### config.mk
export PLATFORM = sky130hd
export DESIGN_NAME = bullet_hit_detector
export DESIGN_NICKNAME = d
export VERILOG_FILES = /design/src/rtl/bullet_hit_detector.sv
export SDC_FILE = /design/constraint.sdc
export NUM_CORES = 1
export LEC_CHECK = 0
export BUFFER_PORTS_ARGS = -buffer_cell sky130_fd_sc_hd__buf_2
export CAP_MARGIN = 20
export CORE_MARGIN = 1.5
export CORE_UTILIZATION = 52
export CTS_BUF_LIST = sky130_fd_sc_hd__clkbuf_16
export DETAILED_ROUTE_END_ITERATION = 12
export PLACE_DENSITY_LB_ADDON = 0.25
export SLEW_MARGIN = 20
export SYNTH_ARGS = -nofsm -noshare
export SYNTH_HDL_FRONTEND = slang
export SYNTH_SLANG_ARGS = --single-unit
### constraint.sdc
create_clock -name clk25 -period 25.2 [get_ports clk25]
set_input_delay 1.26 -clock clk25 [delete_from_list [all_inputs] [get_ports clk25]]
set_output_delay 1.26 -clock clk25 [all_outputs]
set_load 0.05 [all_outputs]
### src/rtl/bullet_hit_detector.sv
// Bullet/enemy collision scanner. Once per frame it snapshots every bullet and
// enemy box, walks all pairs one per clock (enemy index inner), lets each
// bullet take at most one enemy and each enemy absorb at most one bullet, then
// reports both hit masks as a one-cycle pulse and bumps a saturating score.
module bullet_hit_detector #(
  parameter int BULLET_COUNT = 8,
  parameter int ENEMY_COUNT  = 4,
  parameter int BULLET_W     = 2,
  parameter int BULLET_H     = 8,
  parameter int ENEMY_W      = 32,
  parameter int ENEMY_H      = 32
) (
  input  logic                       clk25,
  input  logic                       rst,
  input  logic                       frame_tick,
  input  logic [10*BULLET_COUNT-1:0] bullet_x_flat,
  input  logic [10*BULLET_COUNT-1:0] bullet_y_flat,
  input  logic [BULLET_COUNT-1:0]    bullet_active_flat,
  input  logic [10*ENEMY_COUNT-1:0]  enemy_x_flat,
  input  logic [10*ENEMY_COUNT-1:0]  enemy_y_flat,
  input  logic [ENEMY_COUNT-1:0]     enemy_alive_flat,
  output logic [BULLET_COUNT-1:0]    bullet_hit,
  output logic [ENEMY_COUNT-1:0]     enemy_hit,
  output logic                       hit_valid,
  output logic [15:0]                score,
  output logic                       busy
);

  localparam int BI_W = (BULLET_COUNT > 1) ? $clog2(BULLET_COUNT) : 1;
  localparam int EI_W = (ENEMY_COUNT > 1) ? $clog2(ENEMY_COUNT) : 1;
  localparam logic [BI_W-1:0] B_LAST = BI_W'(BULLET_COUNT - 1);
  localparam logic [EI_W-1:0] E_LAST = EI_W'(ENEMY_COUNT - 1);
  // Box extents widened to 11 bits so right/bottom edges near 1023 never wrap.
  localparam logic [10:0] BW = 11'(BULLET_W);
  localparam logic [10:0] BH = 11'(BULLET_H);
  localparam logic [10:0] EW = 11'(ENEMY_W);
  localparam logic [10:0] EH = 11'(ENEMY_H);

  typedef enum logic [1:0] {IDLE, SCAN, REPORT} state_t;

  state_t state_q, state_d;

  // Live inputs unpacked per slot
  logic [9:0] live_bx [BULLET_COUNT];
  logic [9:0] live_by [BULLET_COUNT];
  logic [9:0] live_ex [ENEMY_COUNT];
  logic [9:0] live_ey [ENEMY_COUNT];

  // Frame snapshot
  logic [9:0] snap_bx_q [BULLET_COUNT];
  logic [9:0] snap_by_q [BULLET_COUNT];
  logic [9:0] snap_ex_q [ENEMY_COUNT];
  logic [9:0] snap_ey_q [ENEMY_COUNT];
  logic [BULLET_COUNT-1:0] snap_ba_q;
  logic [ENEMY_COUNT-1:0]  snap_ea_q;
  logic                    snap_load;

  logic [BI_W-1:0]         b_q, b_d;
  logic [EI_W-1:0]         e_q, e_d;
  logic [BULLET_COUNT-1:0] bmask_q, bmask_d;
  logic [ENEMY_COUNT-1:0]  emask_q, emask_d;
  logic [BULLET_COUNT-1:0] bullet_hit_q, bullet_hit_d;
  logic [ENEMY_COUNT-1:0]  enemy_hit_q, enemy_hit_d;
  logic                    hit_valid_q, hit_valid_d;
  logic [15:0]             score_q, score_d;

  logic [10:0] cur_bx, cur_by, cur_ex, cur_ey;
  logic        overlap, pair_hit, last_pair;
  logic [16:0] score_sum;

  genvar gi;
  generate
    for (gi = 0; gi < BULLET_COUNT; gi++) begin : g_bullet_unpack
      assign live_bx[gi] = bullet_x_flat[gi*10 +: 10];
      assign live_by[gi] = bullet_y_flat[gi*10 +: 10];
    end
    for (gi = 0; gi < ENEMY_COUNT; gi++) begin : g_enemy_unpack
      assign live_ex[gi] = enemy_x_flat[gi*10 +: 10];
      assign live_ey[gi] = enemy_y_flat[gi*10 +: 10];
    end
  endgenerate

  // State register
  always_ff @(posedge clk25) begin
    if (rst) state_q <= IDLE;
    else     state_q <= state_d;
  end

  // Next-state logic; ticks outside IDLE are simply dropped
  always_comb begin
    state_d = state_q;
    case (state_q)
      IDLE:    if (frame_tick) state_d = SCAN;
      SCAN:    if (last_pair)  state_d = REPORT;
      REPORT:  state_d = IDLE;
      default: state_d = IDLE;
    endcase
  end

  // FSM outputs
  always_comb begin
    busy      = (state_q != IDLE);
    snap_load = (state_q == IDLE) && frame_tick;
  end

  // Current pair test, read only from the snapshot
  always_comb begin
    cur_bx    = {1'b0, snap_bx_q[b_q]};
    cur_by    = {1'b0, snap_by_q[b_q]};
    cur_ex    = {1'b0, snap_ex_q[e_q]};
    cur_ey    = {1'b0, snap_ey_q[e_q]};
    overlap   = (cur_bx < cur_ex + EW) && (cur_bx + BW > cur_ex) &&
                (cur_by < cur_ey + EH) && (cur_by + BH > cur_ey);
    pair_hit  = snap_ba_q[b_q] && snap_ea_q[e_q] &&
                !bmask_q[b_q] && !emask_q[e_q] && overlap;
    last_pair = (b_q == B_LAST) && (e_q == E_LAST);
  end

  // Scan bookkeeping, report pulse and saturating score
  always_comb begin
    b_d          = b_q;
    e_d          = e_q;
    bmask_d      = bmask_q;
    emask_d      = emask_q;
    bullet_hit_d = '0;
    enemy_hit_d  = '0;
    hit_valid_d  = 1'b0;
    score_d      = score_q;
    score_sum    = {1'b0, score_q};
    for (int i = 0; i < ENEMY_COUNT; i++) score_sum = score_sum + 17'(emask_q[i]);
    case (state_q)
      IDLE: begin
        if (frame_tick) begin
          b_d     = '0;
          e_d     = '0;
          bmask_d = '0;
          emask_d = '0;
        end
      end
      SCAN: begin
        if (pair_hit) begin
          bmask_d[b_q] = 1'b1;
          emask_d[e_q] = 1'b1;
        end
        if (e_q == E_LAST) begin
          e_d = '0;
          if (b_q != B_LAST) b_d = b_q + 1'b1;
        end else begin
          e_d = e_q + 1'b1;
        end
      end
      REPORT: begin
        bullet_hit_d = bmask_q;
        enemy_hit_d  = emask_q;
        hit_valid_d  = 1'b1;
        score_d      = score_sum[16] ? 16'hFFFF : score_sum[15:0];
      end
      default: ;
    endcase
  end

  // Control and output registers
  always_ff @(posedge clk25) begin
    if (rst) begin
      b_q          <= '0;
      e_q          <= '0;
      bmask_q      <= '0;
      emask_q      <= '0;
      bullet_hit_q <= '0;
      enemy_hit_q  <= '0;
      hit_valid_q  <= 1'b0;
      score_q      <= '0;
    end else begin
      b_q          <= b_d;
      e_q          <= e_d;
      bmask_q      <= bmask_d;
      emask_q      <= emask_d;
      bullet_hit_q <= bullet_hit_d;
      enemy_hit_q  <= enemy_hit_d;
      hit_valid_q  <= hit_valid_d;
      score_q      <= score_d;
    end
  end

  // Snapshot capture on an accepted tick; contents are don't-care until then
  always_ff @(posedge clk25) begin
    if (snap_load) begin
      snap_bx_q <= live_bx;
      snap_by_q <= live_by;
      snap_ex_q <= live_ex;
      snap_ey_q <= live_ey;
      snap_ba_q <= bullet_active_flat;
      snap_ea_q <= enemy_alive_flat;
    end
  end

  assign bullet_hit = bullet_hit_q;
  assign enemy_hit  = enemy_hit_q;
  assign hit_valid  = hit_valid_q;
  assign score      = score_q;

endmodule

==> out/qor.yml <==
place:
  place_congestion: 0.863
  dp.final_hpwl_um: 19300
  place.port_buffers: 284
  pre_cts_ws_ns: 20.89
sta:
  setup_violations: 0
  min_period_ns: 4.33
  rsz0062_at_grt: "no"
  worst_max_slew_margin_expressed_relative_to_the_limit: 0.365
  hold_viol: 0
  finClkSkew_ns: 0.00864
  fin_crit_sh: 0.172
  setup_ws_final_ns: 20.87
  finalSetupTns_ns: 0
  highest_clock_frequency_the_design_can_meet_mhz: 231
  worst_pin_slew_ns: 0.952
  maxSlewViolCount: 0
pwr:
  cellLeakagePower_uw: 0.00612
  power.density_cell_area_nw_per_um2: 72.6
  report.power.total_uw: 1130
  vdd_drop_max_mv: 0.0565
logic_synthesis:
  post_synth.cell_area_avg_um2: 15.7
  synth-seq-cells: 300
  seq_area_frac_synth: 0.664
  syn-cell-area_um2: 12800
  synth_simple_gate_area_frac: 0.0793
  postSynthCellCount: 817
  synthDistinctLibCells: 67
  post_synth_fa_ha_maj_area_fraction: 0.0505
  synthArstFlopShare: 0
  netlist.area_leader.share: 0.589
  muxShareOfSynthArea: 0.103
  synth-warning-count: 0
  synth_compound_gate_area_share: 0.0575
  post-synth-top-area-cell: "sky130_fd_sc_hd__edfxtp_1"
  syn_nets: 1122
  synth-xor-area-share: 0.0184
  synth_enable_flop_cells: 252
  synthFlopType: "sky130_fd_sc_hd__edfxtp_1"
  dominant_combinational_cell_family_by_area_after_synthesis: "multiplexers"
  yosys-top-cells-area: "sky130_fd_sc_hd__edfxtp_1, sky130_fd_sc_hd__dfxtp_1, sky130_fd_sc_hd__mux4_2, sky130_fd_sc_hd__ha_1, sky130_fd_sc_hd__mux2i_1"
min_path:
  hold_path_start: "bmask_q[4]"
  min_path_cells: 1
  hold_path_end: "bullet_hit[4]"
  min_path_type: "reg -> reg"
floorplanning:
  die_w_um: 160
  floorplan.initialDensity: 0.530
  die_extent_in_y_um: 160
  ios: 285
  core.rowCount: 57
  die_area_um2: 25600
  core_region_area_um2: 24200
worst_setup_path:
  ff2ff_path_depth: 12
  startpoint_type: "flop"
  crit_arrival_ns: 4.82
  critical_path_class: "reg -> reg"
  crit-reg2reg-capture: "bmask_q[1]"
  critical_path.max_fanout: 50
  timing.critical_path.to_type: "flop"
  worst_r2r_startpoint: "b_q[0]"
  setup_slack_reg_to_reg_ns: 20.87
  cp.required_ns: 25.69
  cp-startpoint: "b_q[0]"
cts:
  cts_made_buffers: 30
  cts-hold-fix-buffers: 0
  ctsHtreeMaxLevel: 1
  clock_root_buffer: "sky130_fd_sc_hd__clkbuf_16"
  clockBufferDepth: 3
  clk_pin_slew_worst_paths_ns: 0.06
  cts-resized-gates: 0
  cts.sinks: 300
  cts_tree: "built"
  worst_skew_pair.late_latency_ns: 0.55
  cts_setup_buffers: 0
global_route:
  global_route.usage.met3: 0.0356
  globalRouteMet1Util: 0.282
  globalRouteTotalUtil: 0.214
  maximum_number_of_pins_on_one_net_before_global_route_repair: 90
  global_route.usage.met2: 0.369
  grt_busiest_layer: "met2"
  grt_first_pass_wirelength_um: 42300
  grt_pass1_vias: 7845
  grt_antenna_before_repair: 3
  gr-total-overflow: 0
drt:
  overall_via_count_from_detail_route: 7789
  drt-wirelength-per-cell_um: 18.8
  drt_iter0_markers: 550
  route.antenna.remaining_nets: 0
  drc_errors: 0
  finalWirelength_um: 27400
  routed_via_density: 5.34
  detail_route.first_pass.iterations: 5
outcome:
  outcome: "complete, no violations"
finish:
  top_library_cells_by_usage_in_the_layout_fill_and_taps_aside: "sky130_fd_sc_hd__buf_2, sky130_fd_sc_hd__edfxtp_1, sky130_fd_sc_hd__nand2_1, sky130_fd_sc_hd__ha_1, sky130_fd_sc_hd__dfxtp_1"
  num-nets-final: 1413
  area.growth.synth_to_final_pct: 21.3
  final_common_cell: "sky130_fd_sc_hd__buf_2"
  post_route_cells_drive_above_1_share: 0.365
run:
  max_cap_violation_count: 0
[final cells by class]
| cell class | instances | area [µm²] |
|---|---|---|
| tap | 324 | 405 |
| antenna | 3 | 7.51 |
| inverter | 35 | 131 |
| clock inverter | 24 | 233 |
| timing repair buffer | 292 | 1490 |
| sequential | 300 | 8540 |
| multi-input combinational | 449 | 3980 |
| fill | 1794 | 8670 |
| clock buffer | 32 | 801 |
[state kept, by name, indices dropped and copies added, names as in the netlist, 8 cells and up]
signal      cells
snap_by_q      80
snap_ex_q      40
snap_bx_q      80
score          16
snap_ba_q       8
bullet_hit      8
bmask_q         8
snap_ey_q      40
[layer usage]
metal / wire [µm] / part of all wire
met1: 11500 / 0.42
met2: 13800 / 0.50
met3: 1410 / 0.052
met4: 668 / 0.024
met5: 0 / 0
[report_power, final]
part	leakage, µW	internal, µW	switching [µW]
clock network	0.000536	279	181
logic	0.00280	46.2	52.7
registers	0.00279	566	7.09
[critical path, cell delays in order (launching register included)]
cell and delay [ns]:
sky130_fd_sc_hd__dfxtp_4 0.67, sky130_fd_sc_hd__buf_4 0.65, sky130_fd_sc_hd__mux2_2 0.41, sky130_fd_sc_hd__a221oi_1 0.28, sky130_fd_sc_hd__o22ai_1 0.22, sky130_fd_sc_hd__ha_1 0.29
sky130_fd_sc_hd__or4_1 0.46, sky130_fd_sc_hd__a21oi_1 0.11, sky130_fd_sc_hd__o21ai_0 0.09, sky130_fd_sc_hd__o211ai_1 0.21, sky130_fd_sc_hd__and4b_1 0.50, sky130_fd_sc_hd__and3_2 0.24
sky130_fd_sc_hd__a21bo_2 0.12
[logic make-up after synthesis]
family	Yosys count
mux	73
buf+inv	68
compound gates	103
simple gates	196
flops	300
xor+xnor	27
fa+ha+maj	50
[stage by stage]
step                      instances  utilization  hold slack [ns]  instance area, µm²
final                          1459        0.642            0.498               15600
after global routing           1459        0.642            0.517               15600
after CTS                      1456        0.642            0.490               15600
after detailed placement       1400        0.599            0.472               14500
after global placement         1400        0.599            0.476               14500
after floorplan                 817            -            0.439               12800
[how the worst max path moves through the flow]
stage	to	slack, ns
finish	bmask_q[1]	20.87
global route	bmask_q[1]	20.59
global placement	emask_q[3]	21.01
detailed placement	bmask_q[6]	20.89
floorplan	b_q[0]	11.49
CTS	bmask_q[6]	20.88
[cell usage after synthesis, drive strengths merged (16+ instances only)]
| cell | n |
|---|---|
| and2 | 27 |
| a21oi | 31 |
| nand3 | 21 |
| nor2 | 31 |
| dfxtp | 48 |
| mux2i | 21 |
| ha | 47 |
| inv | 35 |
| edfxtp | 252 |
| xnor2 | 16 |
| mux4 | 46 |
| buf | 25 |
| nand2 | 49 |
(Power assumes the default switching activity.)
